--- src/rtl/fifo_pack_pkg.sv ---
// Shared types for the FIFO word packer: FSM state encoding and a width helper.
package fifo_pack_pkg;

  typedef enum logic [0:0] {
    FILL = 1'b0,
    HOLD = 1'b1
  } pack_state_e;

  // Bits needed to hold values 0..value-1; never less than 1.
  function automatic int clog2(input int value);
    int w;
    int v;
    w = 0;
    v = value - 1;
    while (v > 0) begin
      w++;
      v = v >> 1;
    end
    return (w < 1) ? 1 : w;
  endfunction

endpackage

--- src/rtl/pack_timer.sv ---
// Idle counter: expired pulses on the LIMIT-th consecutive tick; clear wins over tick.
// Single-cycle combinational expiry, no backpressure of its own.
module pack_timer
  import fifo_pack_pkg::*;
#(
  parameter int LIMIT = 16
) (
  input  logic clk,
  input  logic rst,
  input  logic clear,
  input  logic tick,
  output logic expired
);

  localparam int TW = clog2(LIMIT + 1);

  logic [TW-1:0] count_q;
  logic [TW-1:0] count_d;

  always_comb begin
    count_d = count_q;
    if (clear) begin
      count_d = '0;
    end else if (tick) begin
      count_d = count_q + TW'(1);
    end
  end

  always_ff @(posedge clk) begin
    if (rst) begin
      count_q <= '0;
    end else begin
      count_q <= count_d;
    end
  end

  assign expired = tick && (count_q == TW'(LIMIT - 1));

endmodule

--- src/rtl/fifo_word_packer.sv ---
// Drains a byte FIFO into LANES-byte words on valid/ready; first fifo_rd in cycle 0, m_valid from cycle LANES+1.
// No reads while a word waits on m_ready; PACK_TIMEOUT_EN flushes stalled partial words after TIMEOUT_CYCLES.
module fifo_word_packer
  import fifo_pack_pkg::*;
#(
  parameter int DATA_WIDTH     = 8,
  parameter int LANES          = 4,
  parameter int TIMEOUT_CYCLES = 16
) (
  input  logic                        clk,
  input  logic                        rst,
  output logic                        fifo_rd,
  input  logic [DATA_WIDTH-1:0]       fifo_data,
  input  logic                        fifo_empty,
  output logic                        m_valid,
  input  logic                        m_ready,
  output logic [DATA_WIDTH*LANES-1:0] m_data,
  output logic [LANES-1:0]            m_keep
);

  localparam int CW = clog2(LANES + 1);

  if (LANES < 2 || TIMEOUT_CYCLES < 1) begin : g_bad_cfg
    $error("fifo_word_packer: LANES must be >= 2 and TIMEOUT_CYCLES >= 1");
  end

  pack_state_e                 state_q, state_d;
  logic [CW-1:0]               cnt_q, cnt_d;
  logic                        inflight_q;
  logic [DATA_WIDTH*LANES-1:0] data_q, data_d;
  logic [LANES-1:0]            keep_q, keep_d;

  logic        xfer;
  logic        capture;
  logic        rd;
  logic        timeout;
  logic [CW:0] pending;

  assign xfer    = (state_q == HOLD) && m_ready;
  assign capture = inflight_q;

  // A completing transfer frees the whole word, so the next word's first read can issue in the same cycle.
  assign pending = (xfer ? '0 : {1'b0, cnt_q}) + {{CW{1'b0}}, inflight_q};
  assign rd      = !rst && !fifo_empty && (pending < (CW+1)'(LANES)) &&
                   ((state_q == FILL) || xfer);

`ifdef PACK_TIMEOUT_EN
  pack_timer #(
    .LIMIT (TIMEOUT_CYCLES)
  ) u_pack_timer (
    .clk     (clk),
    .rst     (rst),
    .clear   (capture || (state_q != FILL)),
    .tick    ((state_q == FILL) && (cnt_q != '0) && !capture && !rd),
    .expired (timeout)
  );
`else
  assign timeout = 1'b0;
`endif

  always_comb begin
    state_d = state_q;
    cnt_d   = cnt_q;
    data_d  = data_q;
    keep_d  = keep_q;

    for (int l = 0; l < LANES; l++) begin
      if (capture && (cnt_q == CW'(l))) begin
        data_d[l*DATA_WIDTH +: DATA_WIDTH] = fifo_data;
        keep_d[l]                          = 1'b1;
      end
    end
    if (capture) begin
      cnt_d = cnt_q + CW'(1);
    end

    if (state_q == FILL) begin
      if ((capture && (cnt_q == CW'(LANES - 1))) || timeout) begin
        state_d = HOLD;
      end
    end else if (m_ready) begin
      state_d = FILL;
      cnt_d   = '0;
      data_d  = '0;
      keep_d  = '0;
    end
  end

  always_ff @(posedge clk) begin
    if (rst) begin
      state_q    <= FILL;
      cnt_q      <= '0;
      inflight_q <= 1'b0;
      data_q     <= '0;
      keep_q     <= '0;
    end else begin
      state_q    <= state_d;
      cnt_q      <= cnt_d;
      inflight_q <= rd;
      data_q     <= data_d;
      keep_q     <= keep_d;
    end
  end

  assign fifo_rd = rd;
  assign m_valid = (state_q == HOLD);
  assign m_data  = data_q;
  assign m_keep  = keep_q;

endmodule

--- config.mk ---
export PLATFORM = sky130hd
export DESIGN_NAME = fifo_word_packer
export DESIGN_NICKNAME = d
export VERILOG_FILES = /design/src/rtl/fifo_pack_pkg.sv /design/src/rtl/pack_timer.sv /design/src/rtl/fifo_word_packer.sv
export SDC_FILE = /design/constraint.sdc
export NUM_CORES = 1
export LEC_CHECK = 0
export BUFFER_PORTS_ARGS = -buffer_cell sky130_fd_sc_hd__buf_2
export CAP_MARGIN = 0
export CELL_PAD_IN_SITES_DETAIL_PLACEMENT = 1
export CELL_PAD_IN_SITES_GLOBAL_PLACEMENT = 1
export CORE_ASPECT_RATIO = 1.1
export CORE_UTILIZATION = 38
export CTS_CLUSTER_SIZE = 12
export DETAILED_ROUTE_END_ITERATION = 8
export PLACE_DENSITY_LB_ADDON = 0.1
export SLEW_MARGIN = 20
export SYNTH_ARGS = -nofsm -noshare
export SYNTH_HDL_FRONTEND = slang
export SYNTH_HIERARCHICAL = 1
export SYNTH_SLANG_ARGS = --single-unit
--- constraint.sdc ---
create_clock -name clk -period 3.2 [get_ports clk]
set_input_delay 0.32 -clock clk [delete_from_list [all_inputs] [get_ports clk]]
set_output_delay 0.32 -clock clk [all_outputs]
set_load 0.01 [all_outputs]
Word level (Yosys, flattened, before mapping) --
Cells that the tools add are included.
Operators by class: add/subtract/negate cells 2, multipliers 0, divide/modulo/power cells 0, order comparisons 1, equal/unequal tests 3, shift operators 0, multiplexer cells 19, bitwise logic cells 1, reductions and logical operators 12
Operators by type and width (count):
- 2-to-1 mux 32 bit | 2
- 2-to-1 mux 8 bit | 4
- 2-to-1 mux 3 bit | 4
- logical AND 1 bit | 8
- 2-to-1 mux 4 bit | 2
- 2-to-1 mux 1 bit | 7
- equality test 3 x 2 -> 1 bit, second input constant | 2
- adder 3 x 1 -> 4 bit | 1
- < comparator 4 x 3 -> 1 bit, second input constant | 1
- adder 3 x 1 -> 3 bit, second input constant | 1
- equality test 3 x 1 -> 1 bit, second input constant | 1
- logical NOT 3 bit | 1
- logical NOT 1 bit | 2
- logical OR 1 bit | 1
- inverter 1 bit | 1
Word-level totals: bits in registers 41, latch bits 0, bits in writable memories 0, memory bits (read-only) 0, input bits 12, output and inout bits 38, word-level logic and storage cells 43, memories 0

Longest topological paths before layout --
depth after elaboration 6, gate-level depth with buffers 6, gate-level depth less buffers 5

Worst setup path after synthesis --
Ideal clock, no wire load.
kind register to output, start point reg inflight_q (netlist: capture), end point out fifo_rd, arrival time 1010 ps, data required time 2880 ps, slack 1870 ps, stages on the path, launching flop included 5, path buffers 1, path through dfxtp_1 -> buf_6 -> a311oi_1 -> a21oi_1 -> nor3_1
Between the ends: cells in the longest elaborated chain, start to end 4
RTL lines:
- start: declaration | line fifo_word_packer.sv:29 | logic inflight_q;
- start signal: assignment | line fifo_word_packer.sv:99 | inflight_q <= rd;
- adder 3 x 1 -> 4 bit | line fifo_word_packer.sv:43 | assign pending = (xfer ? '0 : {1'b0, cnt_q}) + {{CW{1'b0}}, inflight_q};
- < comparator 4 x 3 -> 1 bit | line fifo_word_packer.sv:44 | assign rd = !rst && !fifo_empty && (pending < (CW+1)'(LANES)) &&
- logical AND 1 bit (2 in a row) | line fifo_word_packer.sv:44
- end: declaration | line fifo_word_packer.sv:12 | output logic fifo_rd,
Every way passes these cells.

Final worst setup path --
Ends and elaborated chain as after synthesis.

==> flow_summary_export.csv <==
group,metric,value,unit
finish,drive_above_1_share,0.286,
timing,clock_skew,0.00718,ns
clock_tree,cts_hold_buf,0,
finish,fin_nets,248,
logic_synthesis,yosys_warnings,6,
setup_path,reg2reg_to,"m_data[27]",
logic_synthesis,avgSynthCellArea,8.46,um^2
clock_tree,cts_tree,"yes",
timing,setup_tns,0,ns
clock_tree,cts_root_buffer,"clkbuf_8",
setup_path,critPathArrivalTime,1.51,ns
logic_synthesis,synthCells,183,
timing,hold_violations,0,
logic_synthesis,synth_area_leaders,"dfxtp_1, nand2_1, a21oi_1",
pwr,p_leak,0.822,nW
floorplan,die-area,4330,um^2
setup_path,cp_max_fo,12,
routing,dr_total_vias,1374,
placed_design,io_buffers,49,
logic_synthesis,synth_seq_cells,41,
clock_tree,clkTransAtPathRegs,0.08,ns
timing,finalCritPeriodShare,0.571,
finish,fillers,481,
global_route,grt_antenna_before_repair,0,
floorplan,die_w,62.9,um
clock_tree,cts_buffer_depth,2,
logic_synthesis,synth_area,1550,um^2
clock_tree,cts_max_level,2,
logic_synthesis,yosysTopAreaCell,"dfxtp_1",
clock_tree,clock-sinks,41,
routing,viasPerCell,4.89,
setup_path,max_stage_delay,0.44,ns
setup_path,critPathTopFamily,"compound AO/OA/AOI/OAI gates",
timing,report.final.slew_viol_count,0,
finish,final_cell_mix,"nand2_1, buf_2, dfxtp_1",
global_route,grt_usage,0.203,
timing,maxSlewHeadroom,0.693,
setup_path,crit_path_end_kind,"output pin",
routing,drt-initial-drc-count,71,
timing,fin_crit,1.83,ns
floorplan,core-area,3770,um^2
setup_path,worst-path-stages,4,
floorplan,rows,23,
floorplan,dieHeight,68.9,um
min_path,hold_path_class,"in2reg",
pwr,powerDensity,529,nW/um^2
finish,area_growth,23.6,%
setup_path,cp-start-kind,"register",
setup_path,path_buf_inv,1,
finish,final_common_cell,"nand2_1",
setup_path,cp_slowest_cell,"dfxtp_1",
routing,drc,0,
routing,firstDrtPassIters,4,
pwr,fin_total_pwr,1.01,mW
status,status,"complete, no violations",
routing,wl,4100,um
timing,finalSetupViolCount,0,
finish,n_antenna_cell,0,
clock_tree,cts_resized,0,
run,cap_violations,0,
logic_synthesis,yosys.area.top_type_share,0.530,
global_route,grt_pass1_wl,6420,um
logic_synthesis,ys_types,20,
global_route,gr-total-overflow,0,
timing,worst_pin_slew,0.461,ns
global_route,grt_pass1_vias,1315,
setup_path,r2r_slack,1.74,ns
placed_design,place_hpwl,2900,um
logic_synthesis,synth.net_count,200,
timing,fmax,0.548,GHz
timing,rsz0062_at_grt,"no",
routing,avgRoutedWirePerCell,14.6,um
setup_path,rr_worst_depth,5,
setup_path,critPathKind,"reg2out",
floorplan,initial_core_util,0.411,
clock_tree,clock_latency,0.29,ns
setup_path,crit_end,"fifo_rd",
placed_design,gp_congestion,0.780,
floorplan,io_pins,50,
logic_synthesis,ys_seq_area_frac,0.530,
setup_path,worstPathRequired,2.88,ns
setup_path,r2r_start,"cnt_q[0]",
setup_path,crit_start,"capture",
setup_path,crit_chain,"a311oi_1 -> a21oi_1 -> nor3_1 -> buf_2",
clock_tree,cts_made_buffers,5,
routing,ant_nets,0,
clock_tree,cts_setup_buffers,0,
global_route,grt_max_degree,41,
pwr,max-vdd-ir-drop,0.314,mV
==> cell families (layout without fill, tap and decap cells) <==
logic type,Yosys count,in the layout,synth area share
adder cells (fa/ha/maj),5,5,0.0404
flip-flops,41,41,0.530
XOR/XNOR,1,1,0.00566
AND/OR/NAND/NOR,87,87,0.231
buffers and inverters,12,60,0.0420
AO/OA/AOI/OAI,35,35,0.137
multiplexers,2,2,0.0137
==> cells in the mapped netlist <==
library cell / count
nor2_1: 13
a21o_1: 1
buf_4: 2
mux2_2: 1
inv_1: 3
mux2i_1: 1
clkbuf_1: 2
buf_2: 4
a21oi_2: 8
and2_1: 1
nor3_1: 2
ha_1: 5
and3b_1: 3
a21oi_1: 25
a311oi_1: 1
nand2_1: 65
nand3b_1: 3
buf_6: 1
xnor2_1: 1
dfxtp_1: 41
==> where the power goes <==
group | leakage [nW] | internal [mW] | switching [mW] | total (mW)
registers | 0.332 | 0.522 | 0.0100 | 0.532
clock network | 0.0540 | 0.227 | 0.176 | 0.403
logic | 0.436 | 0.0275 | 0.0486 | 0.0760
==> flip-flops by register name (all words and copies together), names as in the netlist <==
| signal | count |
|---|---|
| m_keep | 4 |
| capture | 1 |
| m_data | 32 |
| cnt_q | 3 |
| m_valid | 1 |
==> worst reg2reg max path, stage by stage, from the launching register on <==
cell	delay, ns
dfxtp_1	0.43
ha_1	0.19
ha_1	0.16
and2_1	0.36
nand2_1	0.11
a21oi_1	0.14
==> area by class of cell <==
| class | instances | area, um^2 | area share |
|---|---|---|---|
| clock buffer | 5 | 68.8 | 0.0360 |
| clock inverter | 2 | 35.0 | 0.0183 |
| inverter | 3 | 11.3 | 0.00589 |
| multi-input combinational | 130 | 662 | 0.346 |
| sequential | 41 | 821 | 0.429 |
| tap | 50 | 62.6 | 0.0327 |
| timing repair buffer | 50 | 253 | 0.132 |
==> per-layer routing <==
layer  track usage  vias up  part of all wire
met3        0.0526        4             0.038
li1              -      687                 -
met5             0        -                 0
met1         0.212      651              0.43
met2         0.389       32              0.52
met4        0.0959        0             0.016
==> worst min-delay path by stage <==
| stage | from | to | depth (start not counted) |
|---|---|---|---|
| after global placement | m_data[31] | m_data[31] | 2 |
| after CTS | fifo_empty | capture | 2 |
| final | fifo_empty | capture | 2 |
| after detailed placement | m_data[8] | m_data[8] | 2 |
| after floorplan | rst | capture | 1 |
| after global routing | fifo_empty | capture | 2 |
==> per-stage QoR <==
stage | utilization | area, um^2 | setup slack [ns] | std cells | hold WS [ns]
after CTS | 0.507 | 1910 | 1.36 | 281 | 0.196
after global routing | 0.507 | 1910 | 1.29 | 281 | 0.201
after floorplan | - | 1550 | 1.87 | 183 | 0.397
after global placement | 0.480 | 1810 | 1.83 | 274 | 0.439
after detailed placement | 0.480 | 1810 | 1.71 | 274 | 0.445
final | 0.507 | 1910 | 1.37 | 281 | 0.203
No activity file was read; power rests on OpenSTA's default activity.
